$ cat src/rtl/alu_pkg.sv
// Shared definitions for the operand sequencer: default sizing and the
// FSM state encoding, which is also exposed on the LED debug port.
package alu_pkg;

   localparam int DEFAULT_WIDTH     = 6;
   localparam int DEFAULT_DB_CYCLES = 4;

   // Code 2'b11 is deliberately left unassigned; the FSM recovers from it.
   typedef enum logic [1:0] {
      LOAD_X = 2'b00,
      LOAD_Y = 2'b01,
      VALID  = 2'b10
   } seq_state_e;

endpackage

$ cat src/rtl/btn_debounce.sv
// Two-flop synchroniser plus saturating debounce counter; emits one
// registered pulse per qualified press of a raw asynchronous button.
module btn_debounce #(
   parameter int DB_CYCLES = 4
) (
   input  logic clk,
   input  logic rst,
   input  logic btn_raw,
   output logic pulse
);

   localparam int CW = $clog2(DB_CYCLES + 1);
   localparam logic [CW-1:0] CNT_MAX = CW'(DB_CYCLES);

   logic [1:0]    sync_q, sync_d;
   logic [CW-1:0] cnt_q, cnt_d;
   logic          pulse_q, pulse_d;

   // The pulse fires on the single step where the count reaches CNT_MAX;
   // saturation afterwards keeps a held button from retriggering.
   always_comb begin
      sync_d  = {sync_q[0], btn_raw};
      cnt_d   = cnt_q;
      pulse_d = 1'b0;
      if (!sync_q[1]) begin
         cnt_d = '0;
      end else if (cnt_q != CNT_MAX) begin
         cnt_d   = cnt_q + 1'b1;
         pulse_d = (cnt_q == CNT_MAX - 1'b1);
      end
   end

   always_ff @(posedge clk) begin
      if (rst) begin
         sync_q  <= '0;
         cnt_q   <= '0;
         pulse_q <= 1'b0;
      end else begin
         sync_q  <= sync_d;
         cnt_q   <= cnt_d;
         pulse_q <= pulse_d;
      end
   end

   assign pulse = pulse_q;

endmodule

$ cat src/rtl/operand_sequencer.sv
// Collects two operands from the switches on debounced load presses and
// presents them to a downstream consumer with a valid/ready handshake.
module operand_sequencer
   import alu_pkg::*;
#(
   parameter int WIDTH     = DEFAULT_WIDTH,
   parameter int DB_CYCLES = DEFAULT_DB_CYCLES
) (
   input  logic             clk,
   input  logic             rst,
   input  logic [WIDTH-1:0] sw,
   input  logic             btn_load,
   input  logic             btn_clear,
   output logic [WIDTH-1:0] x,
   output logic [WIDTH-1:0] y,
   output logic             op_valid,
   input  logic             op_ready,
   output logic [1:0]       state
);

   logic load_pulse;
   logic clear_pulse;

   btn_debounce #(.DB_CYCLES(DB_CYCLES)) u_load_db (
      .clk     (clk),
      .rst     (rst),
      .btn_raw (btn_load),
      .pulse   (load_pulse)
   );

   btn_debounce #(.DB_CYCLES(DB_CYCLES)) u_clear_db (
      .clk     (clk),
      .rst     (rst),
      .btn_raw (btn_clear),
      .pulse   (clear_pulse)
   );

   seq_state_e       state_q, state_d;
   logic [WIDTH-1:0] x_q, x_d;
   logic [WIDTH-1:0] y_q, y_d;
   logic             op_valid_q, op_valid_d;

   // Clear outranks both load and the handshake; sw is only looked at on
   // the edge a load pulse is consumed.
   always_comb begin
      state_d = state_q;
      x_d     = x_q;
      y_d     = y_q;
      if (clear_pulse) begin
         state_d = LOAD_X;
         x_d     = '0;
         y_d     = '0;
      end else begin
         case (state_q)
            LOAD_X: begin
               if (load_pulse) begin
                  x_d     = sw;
                  state_d = LOAD_Y;
               end
            end
            LOAD_Y: begin
               if (load_pulse) begin
                  y_d     = sw;
                  state_d = VALID;
               end
            end
            VALID: begin
               if (op_valid_q && op_ready) begin
                  state_d = LOAD_X;
               end
            end
            default: state_d = LOAD_X;
         endcase
      end
      op_valid_d = (state_d == VALID);
   end

   always_ff @(posedge clk) begin
      if (rst) begin
         state_q    <= LOAD_X;
         x_q        <= '0;
         y_q        <= '0;
         op_valid_q <= 1'b0;
      end else begin
         state_q    <= state_d;
         x_q        <= x_d;
         y_q        <= y_d;
         op_valid_q <= op_valid_d;
      end
   end

   assign x        = x_q;
   assign y        = y_q;
   assign op_valid = op_valid_q;
   assign state    = state_q;

endmodule
$ cat config.mk
export PLATFORM = sky130hd
export DESIGN_NAME = operand_sequencer
export DESIGN_NICKNAME = d
export VERILOG_FILES = /design/src/rtl/alu_pkg.sv /design/src/rtl/btn_debounce.sv /design/src/rtl/operand_sequencer.sv
export SDC_FILE = /design/constraint.sdc
export NUM_CORES = 1
export LEC_CHECK = 0
export CORE_UTILIZATION = 35
export DETAILED_ROUTE_END_ITERATION = 6
export HOLD_SLACK_MARGIN = 0.12
export MAX_ROUTING_LAYER = met4
export PLACE_DENSITY = 0.59
export SYNTH_ARGS = -nofsm -noshare
export SYNTH_HDL_FRONTEND = slang
export SYNTH_SLANG_ARGS = --single-unit
$ cat constraint.sdc
create_clock -name clk -period 1.94 [get_ports clk]
set_input_delay 0.582 -clock clk [delete_from_list [all_inputs] [get_ports clk]]
set_output_delay 0.582 -clock clk [all_outputs]
set_load 0.02 [all_outputs]
# [After elaboration in Yosys (flattened, before gate mapping)]
# Index checks and enable logic that the tools add are counted.
[word_totals] ff_bits=27 latch_bits=0 mem_bits_rw=0 rom_bits=0 input_bits=11 out_inout_bits=15 word_cells=37 n_memories=0
[op_classes] addsub=2 mul=0 div_mod_pow=0 n_lt_le_gt_ge=0 n_eq_ne=7 shift=0 muxes=5 bitwise=4 n_reduce_logical=9
[op_table] op="$mux W2" n=4
[op_table] op="$add A3 B1 Y3 const B" n=2
[op_table] op="$eq A3 B2 Y1 const B" n=2
[op_table] op="$ne A3 B3 Y1 const B" n=2
[op_table] op="$pmux W2 S3" n=1
[op_table] op="$reduce_or A2 Y1" n=3
[op_table] op="$reduce_or A3 Y1" n=2
[op_table] op="$eq A2 B2 Y1 const B" n=2
[op_table] op="$not A1 Y1" n=4
[op_table] op="$reduce_and A2 Y1" n=2
[op_table] op="$eq A2 B1 Y1 const B" n=1
[op_table] op="$logic_not A2 Y1" n=1
[op_table] op="$logic_and A1 B1 Y1" n=1

# [Logic depth before layout (Yosys ltp)]
# Gate-level depths: netlist (run 1).
[depth] depth_word=5 mapped_depth=5 ltp_nobuf=5

# [Cells and area by module]
# A second synthesis (run 1) with hierarchy kept.
[hier_totals] hier_cells=99 area_unflattened_um2=1049.8
[modules_own_cells] mod="operand_sequencer" instances=1 cells_each=51 area_per_inst_um2=549.3 seq_area_each_um2=300.3
[modules_own_cells] mod="btn_debounce" instances=2 cells_each=24 area_per_inst_um2=250.2 seq_area_each_um2=120.1

# [Least setup slack after synthesis (run 1)]
# No wires, ideal clock.
[synth_path] kind="input -> register" start="input rst" end="register x_q[0] (netlist: x[0])" setup_ps=64 arrival_time_ps=1172 required_time_ps=1876 slack_ps=703 path_stages=4 path_buffers=2 path_cell_list="or2_1 -> clkbuf_1 -> buf_4 -> nor2_1"
[synth_via] elab_chain_cells=1
[synth_lines] item="start: declaration" line="operand_sequencer.sv:10" source="input logic rst,"
[synth_lines] item="$reduce_or A2 Y1 (no source line)"
[synth_lines] item="end signal: assignment" line="operand_sequencer.sv:81" source="x_q <= '0;"
[synth_lines] item="end signal: assignment" line="operand_sequencer.sv:86" source="x_q <= x_d;"
[synth_lines] item="end: declaration" line="operand_sequencer.sv:39" source="logic [WIDTH-1:0] x_q, x_d;"
# Every way passes these cells.
# A chain may end at the register's enable or synchronous reset.

# [Worst setup path after layout (run 1)]
[layout_path] start="register x_q[0] (netlist: x[0])" end="output x[0]"
[layout_lines] item="end: declaration" line="operand_sequencer.sv:14" source="output logic [WIDTH-1:0] x,"
# No word-level cell between the ends.

==> results_dict.tcl, run 1 <==
set metrics [dict create \
    synth.avg_cell_area_um2 10.5 \
    stdcell_count 155 \
    clock_sinks 27 \
    first_global_vias 709 \
    grtUsageTotal_pct 12.1 \
    dieArea_um2 3130 \
    cp_max_fo 2 \
    viasPerCell 4.61 \
    cts.clk_slew.worst_paths_ns 0.14 \
    cts_resized 3 \
    min_to "u_load_db.sync_q[1]" \
    cp_cell_sequence "clkdlybuf4s50_1" \
    insertion_delay_ns 0.31 \
    coreArea_um2 2760 \
    holdWs_ns 0.454 \
    cp_slowest_cell "clkdlybuf4s50_1" \
    rows 19 \
    portBuffers 25 \
    cts_buffers 3 \
    fin_setup_tns_ns 0 \
    synthDistinctLibCells 18 \
    period_needed_ns 1.88 \
    synth_top_area_share_pct 53.1 \
    top_usage_layer "met2" \
    cp-end-kind "output pin" \
    global_route.overflow_total 0 \
    grt_use_met1_pct 15.2 \
    antenna_found_initial 0 \
    run_status "complete, no violations" \
    clock_path_buffers 2 \
    routedWlPerCell_um 10.6 \
    tightest_slew_ns 0.484 \
    nets 142 \
    synth_cells 97 \
    ios 26 \
    hold_class "register to register" \
    cts_tree "done" \
    die_h_um 55.9 \
    maxCapViolCount 0 \
    grt_start_max_net_pins 16 \
    slew_headroom_pct 67.7 \
    drive_gt1_share_pct 5.65 \
    finalMaxSlewViolations 0 \
    cts_max_level 1 \
    placed_cells_incl_taps 151 \
    cp.arrival_ns 1.29 \
    yosys.area.top_type "dfxtp_1" \
    place_congestion 0.698 \
    power_per_cell_area_nw_per_um2 631 \
    met3_usage_pct 2.56 \
    r2r_start "state[1]" \
    fillers 280 \
    period_share_pct 96.7 \
    fmax_ghz 0.533 \
    ant_nets 0 \
    met2_usage_pct 19.8 \
    required_ns 1.36 \
    yosys-top-cells-area "dfxtp_1, mux2i_1, ha_1" \
    crit_path_max_incr_delay_ns 0.62 \
    path_depth 1 \
    grt_pass1_wl_um 2980 \
    setup_viol 0 \
    via_count 714 \
    drc 0 \
    synth_area_um2 1020 \
    irDropWorstVdd_mv 0.391 \
    area_growth_pct 29.9 \
    criticalPathCategory "register to output pin" \
    final-hold-violation-count 0 \
    worst_clock_skew_ns 0.00778 \
    reg2reg_depth 3 \
    drtPass1Iterations 3 \
    cts_root_buf "clkbuf_4" \
    utilization_pct 47.9 \
    synth_seq_cells 27 \
    drt_iter0_drc 5 \
    ys_seq_area_share_pct 53.1 \
    dp_hpwl_um 1250 \
    crit_family "buffers and inverters" \
    wl_um 1640 \
    yosys_warnings 0 \
    start_util_pct 36.9 \
    r2r_slack_ns 0.64 \
    rsz0062_at_grt "no" \
    min_from "u_load_db.sync_q[0]" \
    critPathBufInv 1 \
    r2r-end "y[4]" \
    die_w_um 55.9 \
    cts_setup_buffers 0 \
    cp-start-kind "register" \
    n_antenna_cell 0 \
    total_leakage_power_nw 0.532 \
    cts_hold_buf 0 \
    holdPathStages 1 \
    synthesis.nets 114 \
]
==> registers in the layout, summed over array words and instances, names as in the netlist <==
name               count
u_clear_db.sync_q      2
u_clear_db.pulse       1
op_valid               1
u_clear_db.cnt_q       3
y                      6
u_load_db.pulse        1
state                  2
u_load_db.sync_q       2
u_load_db.cnt_q        3
x                      6
==> routing by layer <==
metal	part of all wire, %	wire, µm
met3	5.6	92
met4	0.37	6
met1	50	820
met2	44	719
met5	0	0
==> worst max path at each step <==
stage / endpoint / slack (ns) / start
global route: x[1] / 0.005 / x[1]
detailed placement: y[4] / 0.18 / rst
CTS: x[0] / 0.05 / x[0]
global placement: state[0] / 0.23 / rst
floorplan: x[0] / 0.70 / rst
finish: x[0] / 0.06 / x[0]
==> layout by cell type, fill, tap and decap left out, drive strengths merged, types with 2 or more instances in the layout <==
cell type,instances
xnor2,3
clkbuf,3
dlygate4sd2,2
ha,6
a21oi,6
clkdlybuf4s50,23
nor2,14
nand3b,2
inv,6
nor2b,4
mux2i,12
and4b,2
dfxtp,27
nand2,5
nand3,2
nand2b,2
==> synthesized netlist by cell type <==
cell and number:
a21oi_1 6, nand3_1 2, nor2b_1 4, buf_4 2, nor3b_4 1, or2_1 1
nor2_1 14, xnor2_1 3, nand2_1 5, nand2b_1 2, inv_1 6, nor3_1 1
mux2i_1 12, and4b_1 2, dfxtp_1 27, ha_1 6, nand3b_1 2, clkbuf_1 1
==> per-stage QoR <==
stage / worst slack [ns] / total power, W / cell area, µm²
2_1_floorplan: 0.703 / 0.000588 / 1020
3_3_place_gp: 0.229 / 0.000613 / 1290
3_5_place_dp: 0.180 / 0.000614 / 1290
4_1_cts: 0.0458 / 0.000853 / 1320
5_1_grt: 0.00544 / 0.000875 / 1320
6_report: 0.0633 / 0.000834 / 1320
==> power by group <==
| part | internal [W] | leakage [nW] | switching, W |
|---|---|---|---|
| Clock | 0.0000770 | 0.0177 | 0.000155 |
| Sequential | 0.000560 | 0.219 | 0.00000208 |
| Combinational | 0.0000253 | 0.295 | 0.0000144 |
==> layout make-up <==
type	count	area (µm²)	share of cell area (%)
inverter	6	22.5	1.70
clock inverter	1	5.00	0.379
tap	31	38.8	2.94
sequential	27	542	41.0
multi-input combinational	61	435	33.0
clock buffer	3	22.5	1.70
timing repair buffer	26	255	19.3
==> logic make-up (layout without fill, tap and decap cells) <==
kind of cell	count (synthesis)	after routing	share of synthesized area (%)
compound gates	6	6	2.95
xor+xnor	3	3	2.58
fa+ha+maj	6	6	7.38
buf+inv	9	36	4.06
flops	27	27	53.1
mux	12	12	11.8
simple gates	34	34	18.1
(Power assumes the default switching activity.)
==> run 2: changes to the inputs <==
SLEW_MARGIN = 10   (was unset)
SYNTH_HIERARCHICAL = 1   (was unset)
==> run 2 against run 1 <==
Net effect: the run now ends with design-rule violations left; design area up 2.9%; clock power about the same; fmax up 0.97%; sequential power about the same; utilization up 0.57 points; non-clock buffer count unchanged; critical path depth unchanged; die area up 3.1%; final cell count up 1.3%; worst setup slack better by 0.018 ns; sequential share of layout area down 1.3 points; sequential cell count unchanged; largest power group unchanged; highest routed layer unchanged.
==> results_dict.tcl, run 2 <==
set metrics [dict create \
    run_status "finished, violations left" \
    violations "design-rule violations" \
    irDropWorstVdd_mv 0.344 \
    n_antenna_cell 0 \
    synth.most_common_cell "dfxtp_1" \
    via_count 742 \
    rsz0062_at_grt "no" \
    path_depth 1 \
    viasPerCell 4.73 \
    slew_headroom_pct 68.1 \
    critPathBufInv 1 \
    portBuffers 25 \
    ys.flop_type "dfxtp_1" \
    fmax_ghz 0.538 \
    dp_hpwl_um 1360 \
    cp_max_fo 2 \
    hold_class "register to register" \
    cts_root_buf "clkbuf_4" \
    cp_cell_sequence "clkdlybuf4s50_1" \
    clock_path_buffers 2 \
    final-hold-violation-count 0 \
    ys_async_sr_fraction_pct 0 \
    total_leakage_power_nw 0.595 \
    cts_max_level 1 \
    dieArea_um2 3220 \
    first_global_vias 672 \
    cp.arrival_ns 1.28 \
    setup_viol 0 \
    start_util_pct 37.4 \
    worst_clock_skew_ns 0.00186 \
    synth_cells 99 \
    drive_gt1_share_pct 8.73 \
    die_w_um 56.8 \
    final_common_cell "dfxtp_1" \
    r2r_start "state[0]" \
    routedWlPerCell_um 11.5 \
    tightest_slew_ns 0.478 \
    global_route.overflow_total 0 \
    drt_iter0_drc 15 \
    ys_seq_area_share_pct 51.5 \
    fillers 285 \
    drc 8 \
    stdcell_count 157 \
    synth_seq_cells 27 \
    final_cell_mix "dfxtp_1, clkdlybuf4s50_1, mux2i_1, nor2_1" \
    die_h_um 56.8 \
    grt_pass1_wl_um 3020 \
    utilization_pct 48.5 \
    rows 19 \
    ant_nets 0 \
    cts_buffers 3 \
    synth_edf_count 0 \
    maxCapViolCount 0 \
    criticalPathCategory "register to output pin" \
    antenna_found_initial 0 \
    grtUsageTotal_pct 12.2 \
    crit_family "buffers and inverters" \
    synth.avg_cell_area_um2 10.6 \
    yosys-top-cells-area "dfxtp_1, mux2i_1, ha_1" \
    reg2reg_depth 3 \
    period_needed_ns 1.86 \
    required_ns 1.36 \
    r2r-end "y[0]" \
    cp-end-kind "output pin" \
    worstSetupEndpoint "y[5]" \
    synth_top_area_share_pct 51.5 \
    period_share_pct 95.8 \
    place_congestion 0.658 \
    synthesis.nets 116 \
    cts_tree "done" \
    insertion_delay_ns 0.31 \
    synth_area_um2 1050 \
    r2r_slack_ns 0.66 \
    drtPass1Iterations 6 \
    cts_setup_buffers 0 \
    fin_setup_tns_ns 0 \
    yosys.area.top_type "dfxtp_1" \
    placed_cells_incl_taps 153 \
    crit_path_max_incr_delay_ns 0.60 \
    finalMaxSlewViolations 0 \
    yosys_warnings 6 \
    cp-start-kind "register" \
    worstSetupStartpoint "y[5]" \
    wl_um 1800 \
    synthDistinctLibCells 23 \
    ios 26 \
    nets 144 \
    synth_commonest_cells "dfxtp_1, mux2i_1, nor2_1" \
    clock_sinks 27 \
    grt_start_max_net_pins 16 \
    power_per_cell_area_nw_per_um2 615 \
    cts.clk_slew.worst_paths_ns 0.14 \
    coreArea_um2 2810 \
    cp_slowest_cell "clkdlybuf4s50_1" \
    area_growth_pct 29.6 \
]
-- run 2: where the power goes --
group / internal [W] / total [W] / switching, W
registers: 0.000560 / 0.000562 / 0.00000234
clock network: 0.0000770 / 0.000232 / 0.000155
logic: 0.0000267 / 0.0000429 / 0.0000163
-- run 2: what timing repair did --
action                                  in CTS  in global routing
hold buffers                                 0                  0
endpoints found under the setup margin       2                  2
gates resized for setup                      2                  2
-- run 2: worst min-delay path by stage --
stage                         start                   end  slack [ns]  cells after the start
3_3_place_gp    u_load_db/sync_q[0]   u_load_db/sync_q[1]        0.42                      1
6_report       u_clear_db/sync_q[0]  u_clear_db/sync_q[1]        0.46                      1
5_1_grt         u_load_db/sync_q[0]   u_load_db/sync_q[1]        0.48                      1
4_1_cts        u_clear_db/sync_q[0]  u_clear_db/sync_q[1]        0.46                      1
2_1_floorplan  u_clear_db/sync_q[0]  u_clear_db/sync_q[1]        0.41                      1
3_5_place_dp   u_clear_db/sync_q[0]  u_clear_db/sync_q[1]        0.43                      1
-- run 2: logic make-up after synthesis --
family	count (synthesis)	share of synthesized area [%]
AOI/OAI and AO/OA	12	7.87
xor gates and xnor gates	1	0.834
buffers and inverters	9	3.69
muxes	12	11.4
and+or+nand+nor	32	17.5
DFF	27	51.5
adders and majority gates	6	7.15
-- run 2: final cells by class --
type	count	area [µm²]	area share (%)
multi-input cells	63	470	34.6
flip-flops and latches	27	541	39.7
clock inverters	1	5.00	0.368
well taps	31	38.8	2.85
clock buffers	3	22.5	1.66
inverters	6	22.5	1.66
repair buffers	26	260	19.1
-- run 2: through the flow --
step | hold slack [ns] | power (W) | worst slack [ns] | cell area [µm²]
after floorplan | 0.414 | 0.000590 | 0.644 | 1050
after global placement | 0.419 | 0.000617 | 0.259 | 1330
after detailed placement | 0.430 | 0.000617 | 0.249 | 1330
after CTS | 0.463 | 0.000851 | 0.0357 | 1360
after global routing | 0.480 | 0.000886 | 0.00169 | 1360
final | 0.456 | 0.000836 | 0.0814 | 1360
-- run 2: layer usage --
layer  wire, µm  vias up  GRT usage [%]
li1           -      385              -
met1        938      334           16.5
met2        735       21           18.7
met3        117        2           2.53
met4          8        0           3.14
met5          0        -              -
==> run 3: changes to the inputs <==
SKIP_LAST_GASP = 1   (was unset)
==> results of run 3 <==
Same layout as run 2: the final DEF is identical, and so are final timing and power.
==> edit 1 (flow settings as in run 3) <==
Reset style: asynchronous (`rst`), changed in 2 clocked blocks.
--- a/src/rtl/btn_debounce.sv
+++ b/src/rtl/btn_debounce.sv
@@ -30,7 +30,7 @@
       end
    end
 
-   always_ff @(posedge clk) begin
+   always_ff @(posedge clk or posedge rst) begin
       if (rst) begin
          sync_q  <= '0;
          cnt_q   <= '0;
--- a/src/rtl/operand_sequencer.sv
+++ b/src/rtl/operand_sequencer.sv
@@ -75,7 +75,7 @@
       op_valid_d = (state_d == VALID);
    end
 
-   always_ff @(posedge clk) begin
+   always_ff @(posedge clk or posedge rst) begin
       if (rst) begin
          state_q    <= LOAD_X;
          x_q        <= '0;
Behaviour: differs if rst is asserted again (counterexample within 10 cycles, from zero or initial values and one cycle with rst high); with rst held inactive, the same outputs for 10 cycles.
==> edit 1 against run 3 <==
- sequential cell count unchanged
- worst setup slack got worse by 2.4 ps
- cell area increased by 8.3%
- routed wire length increased by 3.5%
- non-clock buffer count unchanged
- area after synthesis increased by 8.1%
- via count increased by 1.8%
Power is not compared: it rests on default switching activity, and its combinational part moved more than twofold at a synthesized area within 25%.
==> edit 1: results (changes against run 3) <==
* Status: completed
* Peak supply drop at 0.452 mV
* Worst slew pin tran at 476 ps (-2.11 ps)
* Layout Nets at 141 (-2.1%)
* Clock buffer depth at 2 (unchanged)
* Routability cong. at 0.669 (+1.7%)
* CTS buffer count at 3 (unchanged)
* Mapped Nets at 112 (-3.4%)
* Placed cells at 163 (+6.5%)
* CP Max Fanout at 2 (unchanged)
* Largest net degree at the start of global routing at 16 (unchanged)
* Async SR Flop Fraction at 100% (+100 points)
* Vias per cell at 4.52 (-4.3%)
* First-pass GRT wire length at 3330 µm (+10%)
* Worst-Skew Late Latency at 310 ps (about the same)
* Delay-heaviest family, CP: buffers and inverters
* Share of layout cells above drive strength 1 at 4.88% (-3.9 points)
* CTS Root Buffer Type: clkbuf_4
* Hold worst-path end: u_load_db/sync_q[1]
* Library cells used by synthesis at 21 (-8.7%)
* Worst stage delay on the critical path at 610 ps
* Worst hold margin at 364 ps (-92.5 ps)
* Reg-to-reg slack, setup at 580 ps (-80 ps)
* Global-route usage over all layers at 13.0% (+0.82 points)
* Post-synthesis sequential area ratio at 59.5% (+8.0 points)
* Fin cells at 167 (+6.4%)
* Post-synth top cells: dfrtp_1, mux2i_1, nor2_1
* Initial DRC count at 26 (+11)
* Vias in the first global route at 771 (+15%)
* Hold path startpoint: u_load_db/sync_q[0]
* HPWL after detailed placement at 1410 µm (+4.1%)
* Skew final at 3.19 ps (+1.32 ps)
* Initial antenna violation count at 0 (unchanged)
* Antenna cells at 0 (unchanged)
* Syn Inst Count at 95 (-4.0%)
* Reg2Reg Capture Point: y[3]
* Worst r2r src: state[1]
* Worst Hold Depth at 0 (-1)
* Fill count at 300 (+5.3%)
* Synth area leaders: dfrtp_1, mux2i_1, ha_1
* Total wire length at 1860 µm (+3.5%)
* Leak at 0.799 nW
* Placed cell area at 1440 µm² (+8.0%)
* Detailed Routing Iterations Pass 1 at 4 (-2)
[edit 1: cell families (layout without fill, tap and decap cells)]
group / count (synthesis) / count (layout) / synth area share, %
muxes: 13 / 13 / 11.5
AOI/OAI and AO/OA: 8 / 8 / 4.19
buffers and inverters: 11 / 39 / 3.97
and+or+nand+nor: 29 / 29 / 13.5
DFF: 27 / 27 / 59.5
xor gates and xnor gates: 1 / 1 / 0.772
adders and majority gates: 6 / 6 / 6.62
[edit 1: report_power, final]
part           switching [mW]  leakage (nW)  internal, mW
logic                   0.369         0.432         0.359
registers               0.133         0.352         0.740
clock network           0.147        0.0150        0.0801
total                   0.649         0.799          1.18
[edit 1: through the flow]
step,setup WS [ps],util (%)
2_1_floorplan,665,-
3_3_place_gp,304,47.0
3_5_place_dp,268,47.0
4_1_cts,38.7,47.8
5_1_grt,3.19,48.2
6_report,78.9,48.2
[edit 1: area by class of cell]
cell class | count | area [µm²] | share of cell area, %
clock buffers | 4 | 26.3 | 1.78
inverters | 9 | 33.8 | 2.29
multi-input cells | 57 | 414 | 28.1
flip-flops and latches | 27 | 676 | 45.9
well taps | 44 | 55.1 | 3.74
repair buffers | 26 | 268 | 18.2
[edit 1: worst max-delay path by stage]
stage | from | to | slack, ps | depth (start not counted)
floorplan | state[0] | x[0] | 670 | 3
global placement | state[0] | state[0] | 300 | 1
detailed placement | state[0] | state[0] | 270 | 1
CTS | x[4] | x[4] | 40 | 1
global route | x[0] | x[0] | 3 | 1
finish | y[4] | y[4] | 80 | 1
[edit 1: layer usage]
| metal | up-vias | wire (µm) | GRT usage (%) |
|---|---|---|---|
| met5 | - | 0 | - |
| met4 | 0 | 0 | 5.10 |
| met3 | 0 | 85 | 1.98 |
| met2 | 20 | 864 | 20.1 |
| met1 | 365 | 913 | 17.3 |
| li1 | 370 | - | - |
==> edit 2 (config.mk and constraints of run 3) <==
Made on the original files. Set the package constant `DEFAULT_WIDTH` to 5 (it was 6).
--- a/src/rtl/alu_pkg.sv
+++ b/src/rtl/alu_pkg.sv
@@ -2,7 +2,7 @@
 // FSM state encoding, which is also exposed on the LED debug port.
 package alu_pkg;
 
-   localparam int DEFAULT_WIDTH     = 6;
+   localparam int DEFAULT_WIDTH     = 5;
    localparam int DEFAULT_DB_CYCLES = 4;
 
    // Code 2'b11 is deliberately left unassigned; the FSM recovers from it.
Ports: changed (resized sw, x and y); port bits go from 26 to 23. The function was not compared with the original's and may differ.
==> edit 2 against run 3 <==
- power decreased by 6.2%
- sequential power is 7.3% lower
- area after synthesis down 7.3%
- count of clock-buffer cells in the layout did not move
- worst setup slack worse by 12 ps
- largest cell class unchanged
- die area is 7.0% lower
- sequential cell count shrank 2
- routed wire length is 12% lower
- cell area is 7.2% lower
- first-iteration DRC count is 53% lower
==> edit 2: results (changes against run 3) <==
* Initial DRC count at 7 (-8)
* Worst Hold Depth at 1 (unchanged)
* Met1 Use GR at 12.9% (-3.6 points)
* Tightest Hold Check Type: flop to flop
* Highest Signal Layer: met4
* Placed cell area at 1230 µm² (-7.2%)
* Met2 wire length at 725 µm (-1.4%)
* Buffers added on ports at 22 (-12%)
* Routability cong. at 0.671 (+2.0%)
* Mapped Nets at 107 (-7.8%)
* First-pass GRT wire length at 2430 µm (-19%)
* Post-synthesis sequential area ratio at 51.4% (-0.076 points)
* Largest net degree at the start of global routing at 15 (-1)
* DRT met1 WL at 761 µm (-19%)
* Global-route usage over all layers at 12.2% (-0.029 points)
* CTS buffer count at 3 (unchanged)
* Skew final at 9.39 ps (+7.53 ps)
* DR WL met3 at 78 µm (-33%)
* Total number of vias at 678 (-8.6%)
* Worst slew pin tran at 413 ps (-65.0 ps)
* Peak supply drop at 0.435 mV (+26%)
* Met2 Resource Use GR at 19.9% (+1.2 points)
* Synth area leaders: dfxtp_1, mux2i_1, ha_1
* Fill count at 252 (-12%)
* Layout Nets at 134 (-6.9%)
* Antenna cells at 0 (unchanged)
* Warnings from Yosys at 6 (unchanged)
* Status: completed
* Library cells used by synthesis at 22 (-4.3%)
* Grt met3 use at 5.00% (+2.5 points)
* Total wire length at 1580 µm (-12%)
* Share of layout cells above drive strength 1 at 10.3% (+1.5 points)
* CP Max Fanout at 2 (unchanged)
* Post-synth top cells: dfxtp_1, mux2i_1, nor2_1
* CTS Root Buffer Type: clkbuf_4
* Detailed Routing Iterations Pass 1 at 3 (-3)
* HPWL after detailed placement at 1210 µm (-11%)
* Worst-case reg-to-reg path depth at 3 (unchanged)
* Leak at 0.537 nW (-9.7%)
* Vias in the first global route at 611 (-9.1%)
## edit 2: cell types whose count changed after synthesis, sizes merged
cell   before  now
nor2       12   10
buf         2    0
mux2i      12   10
dfxtp      27   25
## edit 2: timing repair
item                                   in CTS  in global routing
endpoints found under the hold margin       0                  0
hold buffers                                0                  0
buffers inserted                            0                  0
setup endpoints to repair                   2                  1
resized for setup                           2                  1
pin swaps                                   0                  0
## edit 2: power by group
part           internal [mW]  total, mW  switching, mW
sequential             0.518      0.521        0.00230
combinational         0.0249     0.0401         0.0152
clock                 0.0771      0.224          0.147
## edit 2: per-stage QoR
stage	std cells	utilization [%]	setup slack [ps]	hold WS [ps]
final	147	49.6	68.9	455
after global routing	147	49.6	3.20	467
after CTS	147	49.5	44.4	456
after detailed placement	143	48.5	262	426
after global placement	143	48.5	284	418
after floorplan	91	-	710	414
## edit 2: cells by family after synthesis
group	count (synthesis)	share of synthesized area, %
muxes	10	10.3
AOI/OAI and AO/OA	12	8.48
buffers and inverters	7	2.70
and+or+nand+nor	30	18.5
adders and majority gates	6	7.71
xor gates and xnor gates	1	0.900
DFF	25	51.4
## edit 2: worst paths after layout
check | startpoint | to | slack (ps)
setup / recovery | y[4] | y[4] | 70
setup reg to reg | u_load_db/pulse | x[1] | 720
hold / removal | u_clear_db/sync_q[0] | u_clear_db/sync_q[1] | 450
hold reg to reg | u_clear_db/sync_q[0] | u_clear_db/sync_q[1] | 450
## edit 2: area by class of cell
type / count / area [µm²] / share of cell area (%)
Clock inverter: 1 / 5.00 / 0.396
Clock buffer: 3 / 22.5 / 1.78
Sequential cell: 25 / 500 / 39.6
Tap cell: 30 / 37.5 / 2.97
Multi-Input combinational cell: 59 / 447 / 35.4
Inverter: 6 / 22.5 / 1.78
Timing Repair Buffer: 23 / 228 / 18.0
